--- src/rtl/stack_op_sequencer.sv ---
// stack_op_sequencer
//   Multi-cycle controller for the data-memory stage. Owns the stack pointer,
//   sequences PUSH/POP/CALL/RET/INT/RTI (multi-step stack traffic) and
//   single-cycle LD/ST, and stalls the requester via op_valid/op_ready.
//   Popped words land in PC/CCR restore registers or pop_data.
//
// Ports
//   i_clk, i_rst_n     clock (rising edge), asynchronous active-low reset
//   i_op_valid/code    request; code 0 LD,1 ST,2 PUSH,3 POP,4 CALL,5 RET,6 INT,7 RTI
//   o_op_ready         high only in IDLE
//   i_mem_rdata        read data, valid the cycle after o_mem_rd
//   o_mem_rd/o_mem_wr  data-memory strobes
//   o_addr_sel         0 stack address, 1 instruction address (LD/ST)
//   o_data_sel         00 ALU, 01 PC low, 10 PC high, 11 CCR
//   o_sp_addr          stack address presented this cycle
//   o_pc_restore       {high,low} popped by RET/RTI
//   o_ccr_restore      CCR popped by RTI
//   o_pop_data         word popped by POP/LD
//   o_op_done          one-cycle completion pulse
//   o_stack_err        one-cycle pulse on a blocked push/pop (guard build only)
//
// Build option
//   STACK_GUARD_EN : block pushes below STACK_LIMIT and pops from an empty
//                    stack; without it the pointer wraps silently.
module stack_op_sequencer #(
  parameter int                ADDR_W      = 12,
  parameter int                DATA_W      = 16,
  parameter logic [ADDR_W-1:0] SP_RESET    = 12'hFFF,
  parameter logic [ADDR_W-1:0] STACK_LIMIT = 12'h800
) (
  input  logic              i_clk,
  input  logic              i_rst_n,
  input  logic              i_op_valid,
  input  logic [2:0]        i_op_code,
  output logic              o_op_ready,
  input  logic [DATA_W-1:0] i_mem_rdata,
  output logic              o_mem_rd,
  output logic              o_mem_wr,
  output logic              o_addr_sel,
  output logic [1:0]        o_data_sel,
  output logic [ADDR_W-1:0] o_sp_addr,
  output logic [31:0]       o_pc_restore,
  output logic [2:0]        o_ccr_restore,
  output logic [DATA_W-1:0] o_pop_data,
  output logic              o_op_done,
  output logic              o_stack_err
);
  typedef enum logic [2:0] {S_IDLE, S_W1, S_W2, S_W3, S_R1, S_R2, S_R3, S_CAP} state_t;

  localparam logic [2:0] OP_LD = 3'd0, OP_ST = 3'd1, OP_PUSH = 3'd2, OP_POP = 3'd3,
                         OP_CALL = 3'd4, OP_RET = 3'd5, OP_INT = 3'd6, OP_RTI = 3'd7;

  state_t            r_state;
  logic [ADDR_W-1:0] r_sp;
  logic [2:0]        r_op;
  logic [15:0]       r_pc_hi, r_pc_lo;
  logic [2:0]        r_ccr;
  logic [DATA_W-1:0] r_pop;

  logic              w_wstep, w_rstep, w_push, w_pop;
  logic              w_blk_push, w_blk_pop, w_blocked;
  logic              w_last_w, w_last_r, w_cap_pc, w_cap_pop;
  logic [ADDR_W-1:0] w_sp_inc, w_sp_dec;

  assign w_wstep  = r_state inside {S_W1, S_W2, S_W3};
  assign w_rstep  = r_state inside {S_R1, S_R2, S_R3};
  // LD/ST use the instruction address and leave the stack pointer alone
  assign w_push   = w_wstep && (r_op != OP_ST);
  assign w_pop    = w_rstep && (r_op != OP_LD);
  assign w_sp_inc = r_sp + ADDR_W'(1);
  assign w_sp_dec = r_sp - ADDR_W'(1);

`ifdef STACK_GUARD_EN
  assign w_blk_push = w_push && (r_sp < STACK_LIMIT);
  assign w_blk_pop  = w_pop && (r_sp == SP_RESET);
`else
  assign w_blk_push = 1'b0;
  assign w_blk_pop  = 1'b0;
`endif
  assign w_blocked = w_blk_push | w_blk_pop;

  assign w_last_w = ((r_state == S_W1) && (r_op inside {OP_ST, OP_PUSH})) ||
                    ((r_state == S_W2) && (r_op == OP_CALL)) ||
                    (r_state == S_W3);
  assign w_last_r = ((r_state == S_R1) && (r_op inside {OP_LD, OP_POP})) ||
                    ((r_state == S_R2) && (r_op == OP_RET)) ||
                    (r_state == S_R3);
  assign w_cap_pc  = (r_op == OP_RET) || (r_op == OP_RTI);
  assign w_cap_pop = (r_op == OP_LD) || (r_op == OP_POP);

  assign o_op_ready  = (r_state == S_IDLE);
  assign o_mem_wr    = w_wstep && !w_blk_push;
  assign o_mem_rd    = w_rstep && !w_blk_pop;
  assign o_addr_sel  = (w_wstep || w_rstep) && (r_op inside {OP_LD, OP_ST});
  assign o_sp_addr   = w_pop ? w_sp_inc : r_sp;
  assign o_op_done   = (w_wstep && w_last_w) || (r_state == S_CAP) || w_blocked;
  assign o_stack_err = w_blocked;

  // CALL/INT push PC high first so RET/RTI pop low before high
  always_comb begin
    o_data_sel = 2'b00;
    case (r_state)
      S_W1:    if (r_op inside {OP_CALL, OP_INT}) o_data_sel = 2'b10;
      S_W2:    o_data_sel = 2'b01;
      S_W3:    o_data_sel = 2'b11;
      default: o_data_sel = 2'b00;
    endcase
  end

  // The last popped word arrives during CAPTURE; forward it so the restore
  // outputs are valid in the same cycle as op_done.
  assign o_pc_restore  = ((r_state == S_CAP) && w_cap_pc) ? {i_mem_rdata[15:0], r_pc_lo}
                                                          : {r_pc_hi, r_pc_lo};
  assign o_pop_data    = ((r_state == S_CAP) && w_cap_pop) ? i_mem_rdata : r_pop;
  assign o_ccr_restore = r_ccr;

  always_ff @(posedge i_clk or negedge i_rst_n) begin
    if (!i_rst_n) begin
      r_state <= S_IDLE;
      r_sp    <= SP_RESET;
      r_op    <= OP_LD;
      r_pc_hi <= '0;
      r_pc_lo <= '0;
      r_ccr   <= '0;
      r_pop   <= '0;
    end else begin
      case (r_state)
        S_IDLE: if (i_op_valid) begin
          r_op    <= i_op_code;
          r_state <= (i_op_code inside {OP_LD, OP_POP, OP_RET, OP_RTI}) ? S_R1 : S_W1;
        end
        S_W1, S_W2, S_W3: begin
          if (w_push && !w_blocked) r_sp <= w_sp_dec;
          if (w_blocked || w_last_w) r_state <= S_IDLE;
          else                       r_state <= (r_state == S_W1) ? S_W2 : S_W3;
        end
        S_R1, S_R2, S_R3: begin
          if (w_pop && !w_blocked) r_sp <= w_sp_inc;
          // mem_rdata here holds the word from the previous read step
          if (r_state == S_R2) begin
            if (r_op == OP_RET) r_pc_lo <= i_mem_rdata[15:0];
            if (r_op == OP_RTI) r_ccr   <= i_mem_rdata[2:0];
          end
          if (r_state == S_R3) r_pc_lo <= i_mem_rdata[15:0];
          if (w_blocked)     r_state <= S_IDLE;
          else if (w_last_r) r_state <= S_CAP;
          else               r_state <= (r_state == S_R1) ? S_R2 : S_R3;
        end
        S_CAP: begin
          if (w_cap_pop) r_pop   <= i_mem_rdata;
          if (w_cap_pc)  r_pc_hi <= i_mem_rdata[15:0];
          r_state <= S_IDLE;
        end
        default: r_state <= S_IDLE;
      endcase
    end
  end
endmodule

--- config.mk ---
export PLATFORM = sky130hd
export DESIGN_NAME = stack_op_sequencer
export DESIGN_NICKNAME = d
export VERILOG_FILES = /design/src/rtl/stack_op_sequencer.sv
export SDC_FILE = /design/constraint.sdc
export NUM_CORES = 1
export LEC_CHECK = 0
export CAP_MARGIN = 25
export CELL_PAD_IN_SITES_DETAIL_PLACEMENT = 0
export CELL_PAD_IN_SITES_GLOBAL_PLACEMENT = 2
export CORE_ASPECT_RATIO = 0.5
export CORE_MARGIN = 5
export CORE_UTILIZATION = 33
export DETAILED_ROUTE_END_ITERATION = 8
export HOLD_SLACK_MARGIN = 0.15
export PLACE_DENSITY_LB_ADDON = 0.1
export SLEW_MARGIN = 20
export SYNTH_ARGS = -nofsm -noshare
export SYNTH_HDL_FRONTEND = slang
export SYNTH_SLANG_ARGS = --single-unit
--- constraint.sdc ---
create_clock -name i_clk -period 4.8 [get_ports i_clk]
set_input_delay 0.96 -clock i_clk [delete_from_list [all_inputs] [get_ports i_clk]]
set_output_delay 0.96 -clock i_clk [all_outputs]
set_load 0.01 [all_outputs]
* Yosys cells after proc, flatten, opt, wreduce, memory -nomap -nowiden
Cells that the tools add are included.
** Cells by class
- $add $sub $neg :: 2
- Eq/ne operators :: 20
- Muxes and demuxes :: 17
- Reduce and logical (&&, ||, !) cells :: 40
** Operator list (count)
- 16-bit two-way mux :: 4
- 32-bit two-way mux :: 1
- 3-bit == test, second input constant :: 10
- 12-bit two-way mux :: 2
- 12-bit case mux with 2 select lines :: 1
- 3-bit by 2-bit == test with 1-bit output, second input constant :: 5
- 2-bit nonzero test :: 7
- 12-bit by 1-bit adder with 12-bit output, second input constant :: 1
- 3-bit case mux with 4 select lines :: 1
- 12-bit by 1-bit subtractor with 12-bit output, second input constant :: 1
- 1-bit logical AND :: 10
- 3-bit logical NOT :: 3
- 3-bit nonzero test :: 3
- 1-bit logical OR :: 8
- 2-bit two-way mux :: 4
- 2-bit AND reduction :: 4
- 3-bit by 1-bit == test with 1-bit output, second input constant :: 2
- 3-bit two-way mux :: 2
- 2-bit case mux with 3 select lines :: 1
- 3-bit AND reduction :: 2
- 3-bit OR reduction :: 2
- 2-bit inequality test, second input constant :: 2
- 4-bit nonzero test :: 1
- 3-bit by 1-bit inequality test with 1-bit output, second input constant :: 1
- 1-bit two-way mux :: 1
** Word-level totals
- Flip-flop bits (word level) :: 69
- Logic and storage cells :: 86

* Logic depth before layout (Yosys ltp)
- Word-level depth :: 7
- Gate-level depth with buffers :: 6

* Worst setup path after synthesis
No wires, ideal clock.
- Path kind :: register to output
- From :: register r_sp[2]
- To :: output o_sp_addr[11]
- Arrival time :: 1.660 ns
- Data required time :: 3.840 ns
- Path slack :: 2.180 ns
- Cell stages (with the launch flop) :: 7
- Path through :: dfstp_2 -> buf_2 -> and4_1 -> nor4b_4 -> nand3_2 -> nor2_1 -> xor2_1
** On the way
- Longest elaborated chain between the ends :: 2
** RTL lines
- start: declaration :: line 54 : logic [ADDR_W-1:0] r_sp;
- start signal: assignment :: line 133 : if (w_push && !w_blocked) r_sp <= w_sp_dec;
- start signal: assignment :: line 138 : if (w_pop && !w_blocked) r_sp <= w_sp_inc;
- 12-bit by 1-bit adder with 12-bit output :: line 70 : assign w_sp_inc = r_sp + ADDR_W'(1);
- 12-bit two-way mux
- end: declaration :: line 41 : output logic [ADDR_W-1:0] o_sp_addr,
Every way passes these cells.

* Final worst setup path
- From :: register r_state[1]
- To :: output o_pc_restore[21]
** On the way
- Longest elaborated chain between the ends :: 3
** RTL lines
- start: declaration :: line 53 : state_t r_state;
- start signal: assignment :: line 130 : r_state <= (i_op_code inside {OP_LD, OP_POP, OP_RET, OP_RTI}) ? S_R1 : S_W1;
- start signal: assignment :: line 135 : else r_state <= (r_state == S_W1) ? S_W2 : S_W3;
- start signal: assignment :: line 147 : else r_state <= (r_state == S_R1) ? S_R2 : S_R3;
- 3-bit == test :: line 112 : assign o_pc_restore = ((r_state == S_CAP) && w_cap_pc) ? {i_mem_rdata[15:0], r_pc_lo}
- 1-bit logical AND :: line 112
- 32-bit two-way mux :: line 112
- end: declaration :: line 42 : output logic [31:0] o_pc_restore,
Every way passes these cells.

==> flow_metrics.py <==
metrics = {
    "outcome": {
        "status": "completed",
    },
    "grt": {
        "overflow": 0,
        "antenna_found_initial": 0,
        "grt_pass1_vias": 2592,
        "grt_use_total_pct": 13.9,
        "grt_pass1_wl_um": 13400,
        "grt_max_degree": 36,
    },
    "layout": {
        "nets": 384,
        "layout_commonest_cell": "clkdlybuf4s50_1",
        "fin_util_pct": 48.1,
        "drive_above_1_share_pct": 25.8,
        "layout_common_cells": "clkdlybuf4s50_1 (90), dfrtp_1 (57), mux2_2 (54)",
        "antenna-diode-count": 0,
        "multi_input_area_mm2": 0.00146,
        "final-seq-area_mm2": 0.00174,
        "n_fill_cell": 888,
        "area_delta_synth_final_pct": 39.6,
    },
    "floorplanning": {
        "design.portCount": 93,
        "die_y_um": 80.9,
        "die_width_um": 152,
        "coreArea_mm2": 0.00963,
        "fp-row-count": 25,
        "die_area_mm2": 0.0123,
        "start_util_pct": 34.5,
    },
    "logic_synthesis": {
        "synth_top_family_by_area": "multiplexers",
        "ys_seq_area_share_pct": 52.4,
        "synth_simple_gate_area_share_pct": 11.9,
        "synth_compound_area_share_pct": 6.48,
        "syn_area_per_cell_um2": 12.2,
        "synth-seq-cells": 69,
        "synth_xor_area_share_pct": 6.33,
        "synth_adder_area_share_pct": 0.754,
        "yosysWarnings": 0,
        "synth_area_mm2": 0.00332,
        "synth_nets": 296,
        "synthDistinctLibCells": 51,
        "synthMuxAreaShare_pct": 18.3,
        "syn_inst": 272,
    },
    "worst_setup_path": {
        "cp-start-kind": "flop",
        "critPathRequiredTime_ns": 3.84,
        "arrival_ns": 2.79,
        "path_max_fanout": 16,
        "critPathKind": "flop to output pin",
        "end_kind": "output pin",
    },
    "timing": {
        "setup_tns_ns": 0,
        "period_minus_slack_ns": 3.75,
        "worstMarginPinSlew_ns": 0.916,
        "final-setup-viol-count": 0,
        "slew_headroom_pct": 38.9,
        "fin_worst_skew_ns": 0.00879,
        "final_max_slew_viol_count": 0,
        "fmax_ghz": 0.266,
        "rsz0062_at_grt": "no",
        "hold_violations": 0,
        "min_period_over_period_pct": 78.2,
        "fin_ws_ns": 1.05,
    },
    "clocking": {
        "h-tree-depth": 3,
        "cts.path.max_buffers": 2,
        "postCtsResizedCells": 0,
        "post_cts_buffers": 0,
        "ctsHoldBuffers": 0,
        "cts_sinks": 69,
        "insertion_delay_ns": 0.33,
        "clk_pin_slew_ns": 0.06,
        "cts_inserted_buffers": 9,
        "tritoncts": "built",
        "cts_root_buf": "clkbuf_16",
    },
    "detailed_routing": {
        "post_drt_wl_per_cell_um": 16.3,
        "ant_nets": 0,
        "vias": 2351,
        "drc": 0,
        "drt_iter0_markers": 60,
        "dr.pass1.iters": 4,
        "wirelength_um": 8140,
        "vias_per_cell": 4.71,
    },
    "placement": {
        "dp_hpwl_um": 5810,
        "port_buffers": 91,
        "dp_slack_ns": 1.35,
        "gp_congestion": 0.772,
    },
    "run": {
        "maxCapViolations": 0,
    },
    "min_path": {
        "min_path_type": "flop to flop",
    },
    "power": {
        "irDropWorstVdd_mv": 0.289,
        "p_leak_nw": 1.91,
        "p_per_area_mw_per_mm2": 755,
    },
}
cells by family after synthesis:
family	after synthesis
DFF	69
and+or+nand+nor	66
muxes	54
AOI/OAI and AO/OA	34
xor gates and xnor gates	24
buffers and inverters	22
adders and majority gates	2
other	1
synthesized netlist by cell type, drive strengths merged:
cell / number / share of area (%)
a21oi: 11 / 1.7
nor2: 15 / 1.8
a21bo: 1 / 0.49
or2: 1 / 0.19
and3: 6 / 1.1
clkbuf: 2 / 0.26
nand4b: 2 / 0.53
o21ai: 7 / 1.1
nor3: 5 / 1.1
a31oi: 1 / 0.19
a211oi: 1 / 0.23
dfrtp: 57 / 43
nand2: 12 / 1.4
and2: 2 / 0.38
nand3b: 1 / 0.23
a22oi: 1 / 0.23
nand2b: 2 / 0.38
a2bb2oi: 1 / 0.26
nor2b: 2 / 0.38
a21boi: 1 / 0.23
xor2: 12 / 3.2
o21bai: 1 / 0.23
buf: 14 / 2.8
ha: 2 / 0.75
inv: 6 / 0.68
dfstp: 12 / 9.5
conb: 1 / 0.11
o2bb2ai: 1 / 0.26
nand4: 2 / 0.38
and4: 1 / 0.26
nand3: 9 / 1.5
mux2: 54 / 18
nor4b: 2 / 0.98
o21a: 2 / 0.45
nor4: 2 / 0.83
or3: 2 / 0.38
a21o: 1 / 0.23
o22ai: 4 / 0.75
xnor2: 12 / 3.2
o31ai: 1 / 0.23
metrics by stage:
step                power [mW]  hold slack [ns]  std cells  cell area, µm²
finish                    3.50            0.496        499            4630
global route              3.74            0.511        499            4630
CTS                       3.55            0.499        499            4630
detailed placement        2.80            0.485        484            4310
global placement          2.79            0.481        484            4310
floorplan                 2.01            0.497        272            3320
registers in the layout (all words and copies together), names as in the netlist:
signal	flops
r_pc_hi	16
r_pc_lo	16
r_pop	16
r_sp	12
o_ccr_restore	3
r_op	3
r_state	3
per-layer routing:
metal  part of all wire, %  GRT usage, %  wire, µm
met1                    46          16.4      3730
met2                    44          22.6      3570
met3                   9.2          6.76       749
met4                   1.0          4.57        85
met5                     0             0         0
path summary, 6_finish.rpt:
| path | from | end | slack [ns] | cells after the start |
|---|---|---|---|---|
| max | r_state[1] | o_pc_restore[21] | 1.05 | 4 |
| min | r_pc_hi[13] | r_pc_hi[13] | 0.50 | 1 |
| max reg2reg | r_state[1] | r_pc_hi[5] | 2.71 | 3 |
| min reg2reg | r_pc_hi[13] | r_pc_hi[13] | 0.50 | 1 |
| max in group asynchronous | i_rst_n | r_sp[1] | 3.09 | 2 |
| min in group asynchronous | i_rst_n | r_pc_hi[2] | 0.73 | 1 |
critical path, cell delays in order, from the launching register on:
cell and delay (ns):
dfrtp_1 0.59, nand2_1 0.19, nor2_2 0.75, mux2_2 0.43
clkdlybuf4s50_1 0.49
cell type report:
| cell class | count | area share [%] |
|---|---|---|
| clock buffers | 10 | 5.16 |
| clock inverters | 5 | 1.84 |
| inverters | 6 | 0.486 |
| multi-input cells | 181 | 31.4 |
| flip-flops and latches | 69 | 37.6 |
| well taps | 135 | 3.64 |
| repair buffers | 93 | 19.9 |
power breakdown:
group,switching [mW],internal [mW]
Sequential,0.239,0.894
Combinational,0.719,0.927
Clock,0.254,0.468
Total,1.21,2.29
No activity file was read; power rests on OpenSTA's default activity.
==> edit 1: new RTL, config.mk and constraints unchanged <==
The parameter `DATA_W` goes from 16 to 32.
--- a/src/rtl/stack_op_sequencer.sv
+++ b/src/rtl/stack_op_sequencer.sv
@@ -24,7 +24,7 @@
 //                    stack; without it the pointer wraps silently.
 module stack_op_sequencer #(
   parameter int                ADDR_W      = 12,
-  parameter int                DATA_W      = 16,
+  parameter int                DATA_W      = 32,
   parameter logic [ADDR_W-1:0] SP_RESET    = 12'hFFF,
   parameter logic [ADDR_W-1:0] STACK_LIMIT = 12'h800
 ) (
Interface: changed (resized i_mem_rdata and o_pop_data); port bits go from 93 to 125. No check against the original RTL was run, so the function may have changed too.
==> edit 1 against the original RTL <==
Design area is 20% higher; setup slack worse by 0.045 ns; critical path type unchanged; total power is 11% higher; wire length is 20% higher; sequential cell count is 16 higher; area after synthesis is 16% higher; non-clock buffer count is 33 higher; clock skew is 0.0023 ns lower.
==> edit 1: results (changes against the original RTL) <==
[run_status]
status = finished clean

[drt]
wl_per_cell_um = 16.6  ; +2.1%
wl_met2_um = 4890  ; +37%
wl_met1_um = 4020  ; +7.8%
drt_iter0_markers = 128  ; +110%
avgViaCountPerCell = 4.71  ; -0.12%
wirelength_um = 9740  ; +20%
wl_met3_um = 744  ; -0.67%

[layout]
seq_cells = 85  ; +23%
buffers = 126  ; +35%
drive_gt1_share_pct = 11.3  ; -15 points
n_all_inverters = 7  ; +1
top_regs = r_pop: 32 flops, r_pc_hi: 16 flops, r_pc_lo: 16 flops
fin_nets = 462  ; +20%
clock_area_share_pct = 5.79  ; -1.2 points
num-multi-input-gates = 193  ; +6.6%
bufAreaShareNonClock_pct = 22.9  ; +3.0 points
fillers = 1011  ; +14%
area.sequential_um2 = 2140  ; +23%

[timing]
worst-slew-pin-transition_ns = 0.977  ; +0.0604 ns

[global_route]
grtUsageMet2_pct = 24.6  ; +2.0 points
grt_pass1_vias = 2999  ; +16%
grtUsageMet3_pct = 6.08  ; -0.68 points
grt_max_degree = 45  ; +25%
groute.layer.met1.usage_pct = 16.6  ; +0.20 points
grt_pass1_wl_um = 15800  ; +18%

[placement]
gp_congestion = 0.810  ; +5.0%
preCtsSetupSlack_ns = 1.35  ; -0.000330 ns
dp_cells = 570  ; +18%
place_area_um2 = 5230  ; +21%
io_buffers = 123  ; +35%
dp_hpwl_um = 7180  ; +24%

[pwr]
p_leak_nw = 2.33  ; +22%
pg_seq_mw = 1.32  ; +17%
internal_power_mw = 2.53  ; +10%
comb_power_share_pct = 46.4  ; -0.6 points
vdd_drop_max_uv = 254  ; -12%

[critical_path]
max_stage_delay_ns = 0.78  ; +0.03 ns
arrival_ns = 2.84  ; +0.05 ns

[synth]
synthTopCellsByCount = 73 x dfrtp_1, 70 x mux2_1, 13 x xnor2_1
synth-compound-area-share_pct = 5.23  ; -1.3 points
ys_types = 44  ; -14%
synth_fa_ha_area_share_pct = 0.650  ; -0.10 points
syn-cell-area_um2 = 3850  ; +16%
synth_nets = 341  ; +15%
synthMuxAreaShare_pct = 20.7  ; +2.4 points

[hold_path]
hp-start = r_pop[18]

edit 1: cell types whose count changed after synthesis, moves of 3 or more:
cell / unedited run / this run
mux2_1: 0 / 70
mux2_2: 54 / 0
dfrtp_1: 57 / 73
o21ai_1: 1 / 12
inv_1: 6 / 1
inv_2: 0 / 5
and3_1: 6 / 2
clkbuf_1: 1 / 5
o22ai_1: 4 / 0
nor3_1: 3 / 6
nor4_1: 1 / 4
o21ai_0: 6 / 3
edit 1: final timing paths:
| kind | cells past startpoint | slack [ns] | end |
|---|---|---|---|
| worst max-delay path | 4 | 1.00 | o_pc_restore[28] |
| worst min-delay path | 1 | 0.48 | r_pop[18] |
| worst max register to register | 3 | 2.66 | r_pc_hi[12] |
| worst min register to register | 1 | 0.48 | r_pop[18] |
| max in group asynchronous | 2 | 3.51 | r_sp[8] |
| min in group asynchronous | 1 | 0.61 | r_pc_hi[13] |
==> edit 2: new RTL, same settings <==
Made on the original files. Register the output `o_stack_err`, with the module's reset; this adds one clock of latency there. The other outputs are not delayed to match. Comments in the files are not updated.
--- a/src/rtl/stack_op_sequencer.sv
+++ b/src/rtl/stack_op_sequencer.sv
@@ -94,7 +94,13 @@
   assign o_addr_sel  = (w_wstep || w_rstep) && (r_op inside {OP_LD, OP_ST});
   assign o_sp_addr   = w_pop ? w_sp_inc : r_sp;
   assign o_op_done   = (w_wstep && w_last_w) || (r_state == S_CAP) || w_blocked;
-  assign o_stack_err = w_blocked;
+  always_ff @(posedge i_clk or negedge i_rst_n) begin
+    if (!i_rst_n) begin
+      o_stack_err <= '0;
+    end else begin
+      o_stack_err <= w_blocked;
+    end
+  end
 
   // CALL/INT push PC high first so RET/RTI pop low before high
   always_comb begin
Behaviour: unchanged (equiv_simple and equiv_induct, registers matched by name and starting in step).
==> edit 2 against the original RTL <==
First-iteration DRC count rose by 68%; setup slack got worse by 0.046 ns; clock skew fell by 0.0028 ns; utilization fell by 0.56 points; via count fell by 2.2%; sequential cell count did not move; wire length fell by 1.7%; total power fell by 2.3%; fmax fell by 1.2%; sequential share of layout area rose by 0.82 points; area after synthesis fell by 2.0%; design area fell by 2.1%; register-to-register slack got worse by 0.07 ns; critical endpoint is now o_pc_restore[30]; highest routed layer unchanged.
==> edit 2: results (changes against the original RTL) <==
[placement]
place_area_um2 = 4250  ; -1.4%
dp_hpwl_um = 5700  ; -1.9%
preCtsSetupSlack_ns = 1.30  ; -0.0452 ns
gp_congestion = 0.736  ; -4.7%

[synth]
synthTopCellsByCount = 57 x dfrtp_1, 33 x mux2_2, 20 x mux2_1
synth-compound-area-share_pct = 5.77  ; -0.71 points
seq_area_frac_synth_pct = 53.5  ; +1.1 points
synthMuxAreaShare_pct = 18.3  ; +0.034 points
ys_ff_latch = 69  ; unchanged
synth_fa_ha_area_share_pct = 0.769  ; +0.016 points
ys_top_cells_by_area = dfrtp_1 44%, mux2_2 11%, dfstp_2 9.7%, mux2_1 6.9%, xnor2_1 3.5%
synth_cells = 265  ; -2.6%
ys_types = 48  ; -5.9%

[drt]
wl_met3_um = 818  ; +9.2%
dr_total_vias = 2300  ; -2.2%
wirelength_um = 8000  ; -1.7%
wl_per_cell_um = 16.2  ; -0.70%
drt_iter0_markers = 101  ; +68%
first_pass_iters = 4  ; unchanged
wl_met2_um = 3680  ; +3.1%
wl_met1_um = 3440  ; -8.0%

[layout]
utilization_pct = 47.5  ; -0.56 points
num-multi-input-gates = 175  ; -3.3%
fin_nets = 378  ; -1.6%
fillers = 869  ; -2.1%
num_antenna_cells = 0  ; unchanged
drive_gt1_share_pct = 21.2  ; -4.7 points
multi_input_area_um2 = 1400  ; -4.1%
top_regs = r_pc_hi: 16 flops, r_pc_lo: 16 flops, r_pop: 16 flops
clock_area_share_pct = 6.29  ; -0.70 points
bufAreaShareNonClock_pct = 20.3  ; +0.43 points

[critical_path]
arrival_ns = 2.84  ; +0.05 ns
reg2reg_to = r_sp[9]
r2r_cells = 6  ; +3
crit_end = o_pc_restore[30]

[timing]
worst-slew-pin-transition_ns = 0.923  ; +0.00689 ns
finClkSkew_ns = 0.00599  ; -0.00280 ns
fin_ws_ns = 1.00  ; -0.0464 ns

[hold_path]
hp-class = reg -> reg

[global_route]
grt_max_degree = 40  ; +11%
grt_pass1_wl_um = 13200  ; -2.0%
groute.layer.met1.usage_pct = 16.0  ; -0.39 points
grtUsageMet3_pct = 8.40  ; +1.6 points
grt_pass1_vias = 2522  ; -2.7%
grtUsageMet2_pct = 23.1  ; +0.48 points
track_usage_pct = 14.1  ; +0.24 points

[pwr]
vdd_drop_max_uv = 308  ; +6.8%
p_leak_nw = 1.84  ; -3.7%

[run_status]
status = finished clean

==> edit 2: worst reg2reg max path, cell delays in order (launching register included) <==
cell     delay (ns)
dfrtp_1        0.57
a21bo_2        0.30
inv_2          0.10
o21ai_1        0.72
nor3_1         0.14
nor2_1         0.15
xnor2_1        0.13
==> edit 2: worst min-delay path by stage <==
stage / startpoint / end / slack, ns / cells after the start
final: r_pop[6] / r_pop[6] / 0.49 / 1
after global routing: r_pc_lo[9] / r_pc_lo[9] / 0.50 / 1
after CTS: r_pop[6] / r_pop[6] / 0.49 / 1
after detailed placement: r_pop[8] / r_pop[8] / 0.47 / 1
after global placement: r_pop[12] / r_pop[12] / 0.47 / 1
after floorplan: r_sp[9] / r_sp[9] / 0.50 / 1
==> edit 2: power by group <==
group	switching, mW	leakage (nW)	internal, mW
Clock	0.253	0.135	0.367
Combinational	0.730	0.880	0.930
Sequential	0.232	0.827	0.906
Total	1.21	1.84	2.20
